### config.mk
export PLATFORM = sky130hd
export DESIGN_NAME = hazard_scoreboard_flat
export DESIGN_NICKNAME = d
export VERILOG_FILES = /design/src/rtl/pipeline_pkg.sv /design/src/rtl/hazard_scoreboard_if.sv /design/src/rtl/hazard_fwd_match.sv /design/src/rtl/hazard_scoreboard.sv /design/src/flat_wrapper.sv
export SDC_FILE = /design/constraint.sdc
export NUM_CORES = 1
export LEC_CHECK = 0
export CAP_MARGIN = 20
export CORE_MARGIN = 4
export CORE_UTILIZATION = 44
export CTS_BUF_LIST = sky130_fd_sc_hd__clkbuf_16
export DETAILED_ROUTE_END_ITERATION = 12
export PLACE_DENSITY = 0.87
export SLEW_MARGIN = 25
export SYNTH_ARGS = -nofsm -noshare
export SYNTH_HDL_FRONTEND = slang
export SYNTH_SLANG_ARGS = --single-unit
### constraint.sdc
create_clock -name clk_i -period 1.96 [get_ports clk_i]
set_input_delay 0.196 -clock clk_i [delete_from_list [all_inputs] [get_ports clk_i]]
set_output_delay 0.196 -clock clk_i [all_outputs]
set_load 0.05 [all_outputs]
### src/rtl/pipeline_pkg.sv
// Shared types for the hazard scoreboard: interrupt-sequence states and in-flight slot record.
// Slot addresses are stored at a fixed width so one type serves any REG_COUNT up to 256.
package pipeline_pkg;

    localparam int SLOT_AW = 8;

    typedef enum logic [2:0] {
        IDLE,
        DRAIN,
        PUSH_PC,
        PUSH_FLAGS,
        VECTOR
    } irq_state_e;

    typedef struct packed {
        logic               valid;
        logic [SLOT_AW-1:0] addr;
        logic               is_load;
    } slot_t;

    function automatic slot_t make_slot(input logic valid, input logic [SLOT_AW-1:0] addr,
                                        input logic is_load);
        slot_t s;
        s.valid   = valid;
        s.addr    = addr;
        s.is_load = is_load;
        return s;
    endfunction

endpackage

### src/rtl/hazard_scoreboard_if.sv
// Decode/branch/interrupt inputs and the hazard-control outputs between pipeline and scoreboard.
// master = pipeline side, slave = scoreboard side.
interface hazard_scoreboard_if #(
    parameter int REG_COUNT  = 8,
    parameter int PIPE_DEPTH = 3
);
    localparam int REG_AW = $clog2(REG_COUNT);
    localparam int FWD_W  = $clog2(PIPE_DEPTH + 1);

    logic              dec_valid;
    logic [REG_AW-1:0] dec_rsrc;
    logic [REG_AW-1:0] dec_rdst;
    logic              dec_rsrc_used;
    logic              dec_rdst_used;
    logic              dec_wr_en;
    logic [REG_AW-1:0] dec_wr_addr;
    logic              dec_is_load;
    logic              br_taken;
    logic              irq;

    logic              pc_write;
    logic              stall_fetch;
    logic              flush_fetch;
    logic              flush_decode;
    logic              bubble;
    logic [FWD_W-1:0]  fwd_sel_src;
    logic [FWD_W-1:0]  fwd_sel_dst;
    logic              push_pc;
    logic              push_flags;
    logic              load_vector;
    logic              irq_ack;

    modport master (
        output dec_valid, dec_rsrc, dec_rdst, dec_rsrc_used, dec_rdst_used,
               dec_wr_en, dec_wr_addr, dec_is_load, br_taken, irq,
        input  pc_write, stall_fetch, flush_fetch, flush_decode, bubble,
               fwd_sel_src, fwd_sel_dst, push_pc, push_flags, load_vector, irq_ack
    );

    modport slave (
        input  dec_valid, dec_rsrc, dec_rdst, dec_rsrc_used, dec_rdst_used,
               dec_wr_en, dec_wr_addr, dec_is_load, br_taken, irq,
        output pc_write, stall_fetch, flush_fetch, flush_decode, bubble,
               fwd_sel_src, fwd_sel_dst, push_pc, push_flags, load_vector, irq_ack
    );

endinterface

### src/rtl/hazard_fwd_match.sv
// Per-operand forwarding match: youngest (lowest-index) valid slot writing the operand wins.
// Purely combinational; flags a load-use hazard when that slot's load result is not yet available.
module hazard_fwd_match
    import pipeline_pkg::*;
#(
    parameter int PIPE_DEPTH    = 3,
    parameter int LOAD_FWD_SLOT = 1,
    parameter int REG_AW        = 3,
    parameter int FWD_W         = 2
) (
    input  slot_t [PIPE_DEPTH-1:0] slots_i,
    input  logic [REG_AW-1:0]      reg_i,
    input  logic                   used_i,
    output logic [FWD_W-1:0]       sel_o,
    output logic                   load_stall_o
);

    always_comb begin
        sel_o        = '0;
        load_stall_o = 1'b0;
        // Walk oldest to youngest so the lowest matching index is the last one written.
        for (int k = PIPE_DEPTH - 1; k >= 0; k--) begin
            if (used_i && slots_i[k].valid && slots_i[k].addr == SLOT_AW'(reg_i)) begin
                sel_o        = FWD_W'(k + 1);
                load_stall_o = slots_i[k].is_load && (k < LOAD_FWD_SLOT);
            end
        end
    end

endmodule

### src/rtl/hazard_scoreboard.sv
// Tracks in-flight register writes for forwarding/load-use stalls and sequences interrupt entry.
// Outputs are combinational from current state and slots; a branch flush overrides any stall.
module hazard_scoreboard
    import pipeline_pkg::*;
#(
    parameter int REG_COUNT     = 8,
    parameter int PIPE_DEPTH    = 3,
    parameter int LOAD_FWD_SLOT = 1
) (
    input  logic                 clk_i,
    input  logic                 rst_i,
    hazard_scoreboard_if.slave   hz
);

    localparam int REG_AW = $clog2(REG_COUNT);
    localparam int FWD_W  = $clog2(PIPE_DEPTH + 1);

    slot_t [PIPE_DEPTH-1:0] slots_q, slots_d;
    irq_state_e             state_q, state_d;
    logic                   irq_pending_q, irq_pending_d;

    logic             src_stall, dst_stall, load_use, all_empty, hold;
    logic [FWD_W-1:0] src_sel, dst_sel;
    logic             push_pc_c, push_flags_c, load_vector_c, irq_ack_c;

    hazard_fwd_match #(
        .PIPE_DEPTH   (PIPE_DEPTH),
        .LOAD_FWD_SLOT(LOAD_FWD_SLOT),
        .REG_AW       (REG_AW),
        .FWD_W        (FWD_W)
    ) u_match_src (
        .slots_i     (slots_q),
        .reg_i       (hz.dec_rsrc),
        .used_i      (hz.dec_rsrc_used),
        .sel_o       (src_sel),
        .load_stall_o(src_stall)
    );

    hazard_fwd_match #(
        .PIPE_DEPTH   (PIPE_DEPTH),
        .LOAD_FWD_SLOT(LOAD_FWD_SLOT),
        .REG_AW       (REG_AW),
        .FWD_W        (FWD_W)
    ) u_match_dst (
        .slots_i     (slots_q),
        .reg_i       (hz.dec_rdst),
        .used_i      (hz.dec_rdst_used),
        .sel_o       (dst_sel),
        .load_stall_o(dst_stall)
    );

    assign load_use = src_stall | dst_stall;

    always_comb begin
        all_empty = 1'b1;
        for (int k = 0; k < PIPE_DEPTH; k++) begin
            if (slots_q[k].valid) all_empty = 1'b0;
        end
    end

    always_comb begin
        state_d       = state_q;
        irq_pending_d = irq_pending_q;
        hold          = 1'b0;
        push_pc_c     = 1'b0;
        push_flags_c  = 1'b0;
        load_vector_c = 1'b0;
        irq_ack_c     = 1'b0;

        // A request arriving mid-sequence is remembered and serviced by the next sequence.
        if (hz.irq && state_q != IDLE) irq_pending_d = 1'b1;

        case (state_q)
            IDLE: begin
                hold = load_use;
                if (hz.irq || irq_pending_q) begin
                    state_d       = DRAIN;
                    irq_pending_d = 1'b0;
                end
            end
            DRAIN: begin
                hold = 1'b1;
                if (all_empty && !hz.br_taken) state_d = PUSH_PC;
            end
            PUSH_PC: begin
                hold      = 1'b1;
                push_pc_c = 1'b1;
                state_d   = PUSH_FLAGS;
            end
            PUSH_FLAGS: begin
                hold         = 1'b1;
                push_flags_c = 1'b1;
                state_d      = VECTOR;
            end
            VECTOR: begin
                hold          = 1'b1;
                load_vector_c = 1'b1;
                irq_ack_c     = 1'b1;
                state_d       = IDLE;
            end
            default: state_d = IDLE;
        endcase
    end

    always_comb begin
        slots_d[0] = make_slot(hz.dec_valid && hz.dec_wr_en && !hold && !hz.br_taken,
                               SLOT_AW'(hz.dec_wr_addr), hz.dec_is_load);
        for (int k = 1; k < PIPE_DEPTH; k++) begin
            slots_d[k] = slots_q[k-1];
        end
    end

    always_ff @(posedge clk_i) begin
        if (rst_i) begin
            slots_q       <= '0;
            state_q       <= IDLE;
            irq_pending_q <= 1'b0;
        end else begin
            slots_q       <= slots_d;
            state_q       <= state_d;
            irq_pending_q <= irq_pending_d;
        end
    end

    always_comb begin
        hz.flush_fetch  = hz.br_taken;
        hz.flush_decode = hz.br_taken;
        hz.stall_fetch  = hold && !hz.br_taken;
        hz.bubble       = hold && !hz.br_taken;
        hz.pc_write     = !(hold && !hz.br_taken);
        hz.fwd_sel_src  = src_sel;
        hz.fwd_sel_dst  = dst_sel;
        hz.push_pc      = push_pc_c;
        hz.push_flags   = push_flags_c;
        hz.load_vector  = load_vector_c;
        hz.irq_ack      = irq_ack_c;
        if (rst_i) begin
            hz.flush_fetch  = 1'b0;
            hz.flush_decode = 1'b0;
            hz.stall_fetch  = 1'b0;
            hz.bubble       = 1'b0;
            hz.pc_write     = 1'b0;
            hz.fwd_sel_src  = '0;
            hz.fwd_sel_dst  = '0;
            hz.push_pc      = 1'b0;
            hz.push_flags   = 1'b0;
            hz.load_vector  = 1'b0;
            hz.irq_ack      = 1'b0;
        end
    end

endmodule

### src/flat_wrapper.sv
// flat-port wrapper written by rule: the top's interface ports become plain ports
module hazard_scoreboard_flat import pipeline_pkg::*;
#(
    parameter int REG_COUNT     = 8,
    parameter int PIPE_DEPTH    = 3,
    parameter int LOAD_FWD_SLOT = 1
)
  (clk_i, rst_i, hz_dec_valid, hz_dec_rsrc, hz_dec_rdst, hz_dec_rsrc_used, hz_dec_rdst_used, hz_dec_wr_en, hz_dec_wr_addr, hz_dec_is_load, hz_br_taken, hz_irq, hz_pc_write, hz_stall_fetch, hz_flush_fetch, hz_flush_decode, hz_bubble, hz_fwd_sel_src, hz_fwd_sel_dst, hz_push_pc, hz_push_flags, hz_load_vector, hz_irq_ack);
  hazard_scoreboard_if #(.REG_COUNT(REG_COUNT), .PIPE_DEPTH(PIPE_DEPTH)) hz_i ();
  input  logic clk_i;
  input  logic rst_i;
  input wire logic [$bits(hz_i.dec_valid)-1:0] hz_dec_valid;
  input wire logic [$bits(hz_i.dec_rsrc)-1:0] hz_dec_rsrc;
  input wire logic [$bits(hz_i.dec_rdst)-1:0] hz_dec_rdst;
  input wire logic [$bits(hz_i.dec_rsrc_used)-1:0] hz_dec_rsrc_used;
  input wire logic [$bits(hz_i.dec_rdst_used)-1:0] hz_dec_rdst_used;
  input wire logic [$bits(hz_i.dec_wr_en)-1:0] hz_dec_wr_en;
  input wire logic [$bits(hz_i.dec_wr_addr)-1:0] hz_dec_wr_addr;
  input wire logic [$bits(hz_i.dec_is_load)-1:0] hz_dec_is_load;
  input wire logic [$bits(hz_i.br_taken)-1:0] hz_br_taken;
  input wire logic [$bits(hz_i.irq)-1:0] hz_irq;
  output wire logic [$bits(hz_i.pc_write)-1:0] hz_pc_write;
  output wire logic [$bits(hz_i.stall_fetch)-1:0] hz_stall_fetch;
  output wire logic [$bits(hz_i.flush_fetch)-1:0] hz_flush_fetch;
  output wire logic [$bits(hz_i.flush_decode)-1:0] hz_flush_decode;
  output wire logic [$bits(hz_i.bubble)-1:0] hz_bubble;
  output wire logic [$bits(hz_i.fwd_sel_src)-1:0] hz_fwd_sel_src;
  output wire logic [$bits(hz_i.fwd_sel_dst)-1:0] hz_fwd_sel_dst;
  output wire logic [$bits(hz_i.push_pc)-1:0] hz_push_pc;
  output wire logic [$bits(hz_i.push_flags)-1:0] hz_push_flags;
  output wire logic [$bits(hz_i.load_vector)-1:0] hz_load_vector;
  output wire logic [$bits(hz_i.irq_ack)-1:0] hz_irq_ack;
  assign hz_i.dec_valid = hz_dec_valid;
  assign hz_i.dec_rsrc = hz_dec_rsrc;
  assign hz_i.dec_rdst = hz_dec_rdst;
  assign hz_i.dec_rsrc_used = hz_dec_rsrc_used;
  assign hz_i.dec_rdst_used = hz_dec_rdst_used;
  assign hz_i.dec_wr_en = hz_dec_wr_en;
  assign hz_i.dec_wr_addr = hz_dec_wr_addr;
  assign hz_i.dec_is_load = hz_dec_is_load;
  assign hz_i.br_taken = hz_br_taken;
  assign hz_i.irq = hz_irq;
  assign hz_pc_write = hz_i.pc_write;
  assign hz_stall_fetch = hz_i.stall_fetch;
  assign hz_flush_fetch = hz_i.flush_fetch;
  assign hz_flush_decode = hz_i.flush_decode;
  assign hz_bubble = hz_i.bubble;
  assign hz_fwd_sel_src = hz_i.fwd_sel_src;
  assign hz_fwd_sel_dst = hz_i.fwd_sel_dst;
  assign hz_push_pc = hz_i.push_pc;
  assign hz_push_flags = hz_i.push_flags;
  assign hz_load_vector = hz_i.load_vector;
  assign hz_irq_ack = hz_i.irq_ack;
  hazard_scoreboard #(.REG_COUNT(REG_COUNT), .PIPE_DEPTH(PIPE_DEPTH), .LOAD_FWD_SLOT(LOAD_FWD_SLOT)) u_core (.clk_i(clk_i), .rst_i(rst_i), .hz(hz_i));
endmodule
# Yosys cells after proc, flatten, opt, wreduce, memory -nomap -nowiden

Index checks and enable logic that the tools add are counted.

Bitwise logic cells: 1
Eq/ne operators: 12
Reductions and logical operators: 26
Muxes and demuxes: 29

Operators by type and width:

| operator                                                         | number |
|---|---|
| 8-bit by 3-bit == test with 1-bit output                         | 6 |
| 1-bit logical AND                                                | 18 |
| 1-bit 2-to-1 mux                                                 | 17 |
| 2-bit 2-to-1 mux                                                 | 8 |
| 3-bit case mux with 4 select lines                               | 1 |
| 3-bit by 2-bit == test with 1-bit output (second input constant) | 2 |
| 3-bit 2-to-1 mux                                                 | 2 |
| 2-bit by 1-bit != test with 1-bit output (second input constant) | 2 |
| 4-bit OR reduction                                               | 1 |
| 3-bit by 1-bit == test with 1-bit output (second input constant) | 1 |
| 3-bit == test (second input constant)                            | 1 |
| 1-bit logical NOT                                                | 3 |
| 3-bit logical NOT                                                | 1 |
| 3-bit nonzero test                                               | 1 |
| 1-bit case mux with 2 select lines                               | 1 |
| 2-bit AND reduction                                              | 1 |
| 1-bit logical OR                                                 | 1 |
| 1-bit bitwise OR                                                 | 1 |

Register bits: 32
Input bits: 18

# Longest topological paths before layout

Gate-level depths: netlist of run 1.

Depth in word-level cells: 8
Mapped depth: 5
Mapped depth without buffers: 4

# By module

Synthesis of run 1 repeated with hierarchy kept, for this count alone.

Cells, all modules: 119
Area, all modules: 1033.5 µm²

By module, submodules not included:

| module            | sequential area each (µm²) | cells an instance | area an instance (µm²) | times used |
|---|---|---|---|---|
| hazard_scoreboard | 380.4                      | 69                | 693.2                  | 1 |
| hazard_fwd_match  | 0.0                        | 25                | 170.2                  | 2 |

# Least setup slack after synthesis of run 1

OpenSTA, ideal clock, no wires.

Path type: reg-to-output
Start: reg u_core.slots_q, in the netlist u_core.slots_d[13]
End: out hz_stall_fetch
Arrival time: 2.188 ns
Cell stages (with the launch flop): 6
Required time: 1.764 ns
Path buffers: 1
Path slack: -0.424 ns
Cell sequence: dfxtp_1 xor2_1 nor4_2 o211ai_1 a21boi_1 buf_4

Longest elaborated chain between the ends: 7
Elaborated cells on any way between the ends: 10
Those cells by class: 2 x eq/ne; 4 x mux; 1 x bitwise; 3 x reduce/logical

Ends and longest elaborated chain:

| element                                  | line                     | source |
|---|---|---|
| start: declaration                       | hazard_scoreboard.sv:18  | `slot_t [PIPE_DEPTH-1:0] slots_q, slots_d;` |
| start signal: assignment                 | hazard_scoreboard.sv:119 | `slots_q <= slots_d;` |
| 8-bit by 3-bit == test with 1-bit output | hazard_fwd_match.sv:23   | `if (used_i && slots_i[k].valid && slots_i[k].addr == SLOT_AW'(reg_i)) begin` |
| 1-bit logical AND                        | hazard_fwd_match.sv:23   |  |
| 1-bit 2-to-1 mux                         | hazard_fwd_match.sv:23   |  |
| 1-bit bitwise OR *                       | hazard_scoreboard.sv:52  | `assign load_use = src_stall \| dst_stall;` |
| 1-bit case mux with 2 select lines *     | hazard_scoreboard.sv:73  | `case (state_q)` |
| 1-bit logical AND *                      | n/a                      |  |
| 1-bit 2-to-1 mux *                       | n/a                      |  |
| end: declaration                         | flat_wrapper.sv:23       | `output wire logic [$bits(hz_i.stall_fetch)-1:0] hz_stall_fetch;` |

Mark *: on every way between the ends. The rest lies on a longest branch, timed or not.

# Worst setup path in the final report of run 1

Start: reg u_core.slots_q, in the netlist u_core.slots_d[21]
End: out hz_fwd_sel_dst[1]

Longest elaborated chain between the ends: 5

Ends and longest elaborated chain:

| element                                  | line                     | source |
|---|---|---|
| 8-bit by 3-bit == test with 1-bit output | hazard_fwd_match.sv:23   |  |
| 1-bit logical AND                        | hazard_fwd_match.sv:23   |  |
| 2-bit 2-to-1 mux (2 in series)           | hazard_fwd_match.sv:23   |  |
| 2-bit 2-to-1 mux                         | hazard_scoreboard.sv:137 | `if (rst_i) begin` |
| end: declaration                         | flat_wrapper.sv:28       | `output wire logic [$bits(hz_i.fwd_sel_dst)-1:0] hz_fwd_sel_dst;` |

No other way between the ends.

==> impl_metrics.csv, run 1 <==
group,metric,value,unit
status,status,"finished with violations",
status,violations,"negative setup slack",
synth,synth_async_sr_flop_share,0,%
route,vias_per_cell,5.25,
floorplan,core-area,1980,um^2
synth,synth_top_area_share,36.4,%
route,wire_per_inst,16.4,um
synth,synthSimpleGateAreaFrac,35.7,%
critical_path,critical_path.cell_chain,"xor2_1, or4_4, nor2b_4, nor3_4, buf_12",
grt,grt_pass1_wl,3990,um
sta,tightest_slew,0.440,ns
synth,synth-xor-area-share,17.8,%
critical_path,crit_fanout,3,
grt,grt.total_usage,19.6,%
placed_design,port_buffers,30,
final_layout,drive_above_1_share,30.4,%
clocking,root_buffer,"clkbuf_16",
sta,timing.fmax,0.501,GHz
sta,setup_violations,3,
route,drtIter0Drc,21,
clocking,clock_latency,0.25,ns
synth,syn_inst,100,
final_layout,finalNonFillerCells,165,
sta,fin_hold_ws,0.488,ns
placed_design,dpl.hpwl,1870,um
clocking,clock-sinks,17,
sta,hold_viol,0,
floorplan,die_y,54.1,um
sta,slew_violations,0,
sta,fin_crit,2.00,ns
sta,postLayoutSetupSlackWorst,-0.0374,ns
synth,synthTopCellsByArea,"dfxtp_1 36%, xor2_1 18%, nor2b_1 8.7%",
grt,grt_pass1_vias,836,
power_and_ir_drop,p_per_area,642,nW/um^2
grt,grt_overflow,0,
critical_path,crit_arrival,1.80,ns
placed_design,pre_cts_slack,-0.170,ns
job,cap_violations,0,
floorplan,design.die.area,2930,um^2
final_layout,area_delta_synth_final,64.9,%
floorplan,start_util,47.2,%
final_layout,diodes,0,
synth,ys_top_cells_by_count,"19 x xor2_1, 17 x dfxtp_1, 13 x nor2b_1",
floorplan,top_level_ports,31,
floorplan,fp.dieW,54.1,um
grt,grt_max_degree,15,
route,vias,866,
sta,period_share,102,%
grt,antenna_found_initial,0,
synth,ys_types,26,
floorplan,row_count,16,
clocking,cts_buffers,3,
sta,clock_skew,0.00197,ns
synth,ys.flop_type,"dfxtp_1",
final_layout,nNetsFinal,157,
final_layout,fill_cells,130,
critical_path,worstSetupPathType,"reg -> out",
power_and_ir_drop,p_total,0.000990,W
route,route.detailed.drc,0,
sta,rsz0062_at_grt,"true",
power_and_ir_drop,power.leakage,0.664,nW
critical_path,cpMaxStageDelayCell,"or4_4",
route,drt_wl_total,2700,um
synth,synth.most_common_cell,"xor2_1",
min_path,hp-class,"in -> reg",
synth,syn_area_per_cell,9.35,um^2
synth,yosys_warnings,0,
synth,synth_compound_area_share,6.02,%
critical_path,crit_required,1.76,ns
sta,maxSlewHeadroom,70.4,%
clocking,clk_pin_slew,0.05,ns
synth,synth_fp_nets,118,
synth,synth_seq_cells,17,
placed_design,routabilityCongestion,0.797,
synth,synth_area,935,um^2
final_layout,fin_util,77.8,%
critical_path,startpoint_type,"register",
critical_path,crit_buf_inv,1,
clocking,ctsHoldBuffers,0,
synth,synthMuxAreaShare,0,%
synth,synth_area_leader_cell,"dfxtp_1",
synth,synth_top_family_by_area,"simple AND/OR/NAND/NOR gates",
placed_design,dpl.cell_count,160,
clocking,cts_buffer_depth,2,
route,drtPass1Iterations,4,
route,final_antenna_net_count,0,
synth,synth-seq-area-share,36.4,%
critical_path,max_stage_delay,0.54,ns
synth,synthAdderAreaFrac,0,%
power_and_ir_drop,irDropWorstVdd,0.691,mV
synth,synth_edf_count,0,
critical_path,endpoint_kind,"primary output",
clocking,cts_max_level,1,
critical_path,cp_top_family,"simple AND/OR/NAND/NOR gates",
clocking,tritoncts,"done",
-- layer usage --
layer	global-route usage, %	wire, um	up-vias
li1	-	-	409
met1	24.0	1120	409
met2	32.7	1350	37
met3	3.88	160	11
met4	9.54	71	0
met5	0	0	-
-- where the power goes --
| group | switching [W] | total (W) | leakage (nW) | internal (W) |
|---|---|---|---|---|
| Sequential | 0.0000194 | 0.000382 | 0.141 | 0.000363 |
| Clock | 0.000136 | 0.000407 | 0.0423 | 0.000271 |
| Combinational | 0.000109 | 0.000200 | 0.481 | 0.0000912 |
-- sequential cells by signal (all words and copies together), names as in the netlist --
name	flops
u_core.irq_pending_q	1
u_core.slots_d	9
u_core.state_q	3
u_core.slots_q	4
-- through the flow --
step | instance area [um^2] | TNS, ns
CTS | 1520 | -0.0309
finish | 1540 | -0.0908
global placement | 1420 | -0.512
global route | 1540 | -0.258
floorplan | 946 | 0
detailed placement | 1420 | -0.838
-- final timing paths --
check	depth (start not counted)	slack, ns	endpoint	start
worst min-delay path	3	0.49	u_core.slots_d[19]$_SDFF_PP0_	hz_dec_wr_en
worst min register to register	1	0.50	u_core.slots_q[23]$_SDFF_PP0_	u_core.slots_d[23]$_SDFF_PP0_
worst max-delay path	5	-0.04	hz_fwd_sel_dst[1]	u_core.slots_d[21]$_SDFF_PP0_
worst max register to register	4	0.55	u_core.slots_d[19]$_SDFF_PP0_	u_core.slots_d[12]$_SDFF_PP0_
-- final cells by class --
type	count	area [um^2]	share of cell area [%]
multi-input cells	76	609	39.5
repair buffers	39	468	30.4
flip-flops and latches	17	344	22.3
clock buffers	3	75.1	4.87
well taps	27	33.8	2.19
inverters	2	7.51	0.487
clock inverters	1	3.75	0.244
-- placed cells by master (no fill, tap or decap), drive strengths merged --
| cell type | instances |
|---|---|
| buf | 22 |
| xor2 | 19 |
| dfxtp | 17 |
| nor2b | 15 |
| clkdlybuf4s50 | 10 |
| nand2 | 8 |
| nor2 | 8 |
| dlygate4sd2 | 7 |
| nor4 | 5 |
| and3 | 4 |
| nor3 | 4 |
| inv | 3 |
| clkbuf | 3 |
| or4 | 2 |
| a21oi | 2 |
| a21boi | 2 |
| o211ai | 1 |
| o2111ai | 1 |
| o211a | 1 |
| nand3b | 1 |
| nand2b | 1 |
| o21ai | 1 |
| nand4 | 1 |
-- tightest hold or removal path, stage by stage --
cell	delay, ns
clkdlybuf4s50_1	0.40
nand4_1	0.07
nor2b_1	0.04
-- kinds of logic (layout without fill, tap and decap cells) --
family / Yosys count / count (layout)
AO/OA/AOI/OAI: 8 / 8
XOR/XNOR: 19 / 19
buffers and inverters: 7 / 45
flip-flops: 17 / 17
AND/OR/NAND/NOR: 49 / 49
-- what timing repair did --
item | in CTS | in global routing
gates resized for setup | 14 | 4
setup buffers | 0 | 1
endpoints found under the setup margin | 7 | 6
pin swaps | 3 | 1
Note: power is estimated with default switching activity, not from simulation.
==> inputs of run 2 (changes only) <==
--- a/config.mk
+++ b/config.mk
@@ -9,8 +9,10 @@
 export CORE_MARGIN = 4
 export CORE_UTILIZATION = 44
 export CTS_BUF_LIST = sky130_fd_sc_hd__clkbuf_16
+export CTS_CLUSTER_DIAMETER = 60
 export DETAILED_ROUTE_END_ITERATION = 12
-export PLACE_DENSITY = 0.87
+export PLACE_DENSITY_LB_ADDON = 0.12
+export RECOVER_POWER = 100
 export SLEW_MARGIN = 25
 export SYNTH_ARGS = -nofsm -noshare
 export SYNTH_HDL_FRONTEND = slang
==> run 2 against run 1 <==
Clock power increased by 1%. The flow now finishes without violations. Via count decreased by 3.3%. Sequential share of layout area increased by 0.88 points. Largest cell class unchanged.
==> impl_metrics.csv, run 2 (synthesis gave the netlist of run 1 again) <==
group,metric,value,unit
clocking,clock_latency,0.25,ns
grt,grt.total_usage,19.7,%
job,cap_violations,0,
final_layout,largest_reg_flops,9,
clocking,tritoncts,"done",
critical_path,reg2reg_depth,4,
sta,maxSlewHeadroom,59.9,%
clocking,ctsHoldBuffers,0,
critical_path,crit_required,1.76,ns
floorplan,core-area,1980,um^2
critical_path,endpoint_kind,"primary output",
final_layout,layout_common_cells,"17 x xor2_1, 13 x nor2b_1, 12 x buf_4",
sta,slew_violations,0,
grt,grt_overflow,0,
critical_path,cpMaxStageDelayCell,"dfxtp_2",
placed_design,placed_area,1450,um^2
final_layout,diodes,0,
sta,clock_skew,0.000645,ns
placed_design,dpl.hpwl,1860,um
critical_path,cp_top_family,"compound AO/OA/AOI/OAI gates",
sta,fin_crit,1.95,ns
status,status,"completed",
power_and_ir_drop,irDropWorstVdd,0.580,mV
clocking,clk_pin_slew,0.05,ns
sta,tightest_slew,0.604,ns
sta,postLayoutSetupSlackWorst,0.00780,ns
route,route.detailed.drc,0,
route,final_antenna_net_count,0,
critical_path,critical_path.cell_chain,"xor2_1, nor4_4, o211ai_1, a21boi_4, buf_12",
floorplan,design.die.area,2930,um^2
sta,hold_viol,0,
placed_design,port_buffers,30,
final_layout,final_common_cell,"xor2_1",
grt,grt_max_degree,11,
critical_path,timing.reg2reg.setup_slack,0.58,ns
power_and_ir_drop,p_per_area,662,nW/um^2
critical_path,max_stage_delay,0.34,ns
critical_path,crit_arrival,1.76,ns
final_layout,drive_above_1_share,32.9,%
critical_path,startpoint_type,"register",
min_path,whs_path_depth,2,
grt,antenna_found_initial,0,
min_path,hp-class,"in -> reg",
sta,rsz0062_at_grt,"true",
grt,grt_pass1_wl,4000,um
final_layout,nNetsFinal,162,
critical_path,crit_cells,5,
final_layout,area_delta_synth_final,60.4,%
clocking,cts_buffers,3,
clocking,cts_max_level,1,
sta,period_share,99.6,%
critical_path,crit_fanout,3,
final_layout,finalNonFillerCells,170,
grt,grt_pass1_vias,836,
sta,setup_violations,0,
clocking,root_buffer,"clkbuf_16",
route,drt_wl_total,2660,um
route,drtPass1Iterations,2,
sta,fin_hold_ws,0.493,ns
clocking,clock-sinks,17,
final_layout,design_area,1500,um^2
floorplan,top_level_ports,31,
floorplan,row_count,16,
route,wire_per_inst,15.6,um
route,vias,837,
critical_path,worstSetupPathType,"reg -> out",
clocking,cts_buffer_depth,2,
sta,timing.fmax,0.512,GHz
placed_design,dpl.cell_count,164,
route,vias_per_cell,4.92,
floorplan,die_y,54.1,um
floorplan,start_util,47.2,%
route,drtIter0Drc,16,
power_and_ir_drop,power.leakage,0.676,nW
critical_path,crit_buf_inv,1,
placed_design,pre_cts_slack,-0.168,ns
placed_design,routabilityCongestion,0.816,
floorplan,fp.dieW,54.1,um
## run 2: final cells by class
class	count	area [um^2]
Multi-Input combinational cell	76	608
Timing Repair Buffer	44	422
Clock inverter	1	5.00
Sequential cell	17	348
Inverter	2	7.51
Fill cell	139	483
Clock buffer	3	75.1
Tap cell	27	33.8
## run 2: power by group
part           internal (W)  switching (W)  leakage [nW]
logic             0.0000880       0.000110         0.493
registers          0.000363      0.0000183         0.142
clock network      0.000273       0.000139        0.0409
total              0.000724       0.000268         0.676
## run 2: routing by layer
| metal | vias to the layer above | GRT usage [%] | share of wire (%) | routed length (um) |
|---|---|---|---|---|
| met5 | - | 0 | 0 | 0 |
| met4 | 0 | 10.4 | 1.4 | 37 |
| met3 | 5 | 4.71 | 4.2 | 111 |
| met2 | 17 | 30.8 | 51 | 1360 |
| met1 | 394 | 24.8 | 43 | 1150 |
| li1 | 421 | - | - | - |
## run 2: per-stage QoR
stage	TNS [ns]	utilization (%)	power, W
floorplan	0	-	0.000485
global placement	-0.557	72.9	0.000584
detailed placement	-0.830	72.9	0.000589
CTS	-0.0141	79.1	0.00100
global route	-0.154	75.6	0.00103
finish	0	75.6	0.000992
## run 2: path summary, 6_finish.rpt
path | end | from
setup / recovery | hz_stall_fetch | u_core.slots_d[12]$_SDFF_PP0_
hold / removal | u_core.slots_d[12]$_SDFF_PP0_ | hz_dec_wr_addr[1]
setup reg to reg | u_core.slots_d[19]$_SDFF_PP0_ | u_core.state_q[0]$_SDFFE_PP0P_
hold reg to reg | u_core.slots_d[23]$_SDFF_PP0_ | u_core.slots_d[13]$_SDFF_PP0_
## run 2: timing repair
| action | 4_1_cts | 5_1_grt |
|---|---|---|
| pin swaps | 6 | 5 |
| endpoints found under the setup margin | 7 | 7 |
| resized for setup | 13 | 8 |
| buffers inserted | 2 | 0 |
| hold endpoints to repair | 0 | 0 |
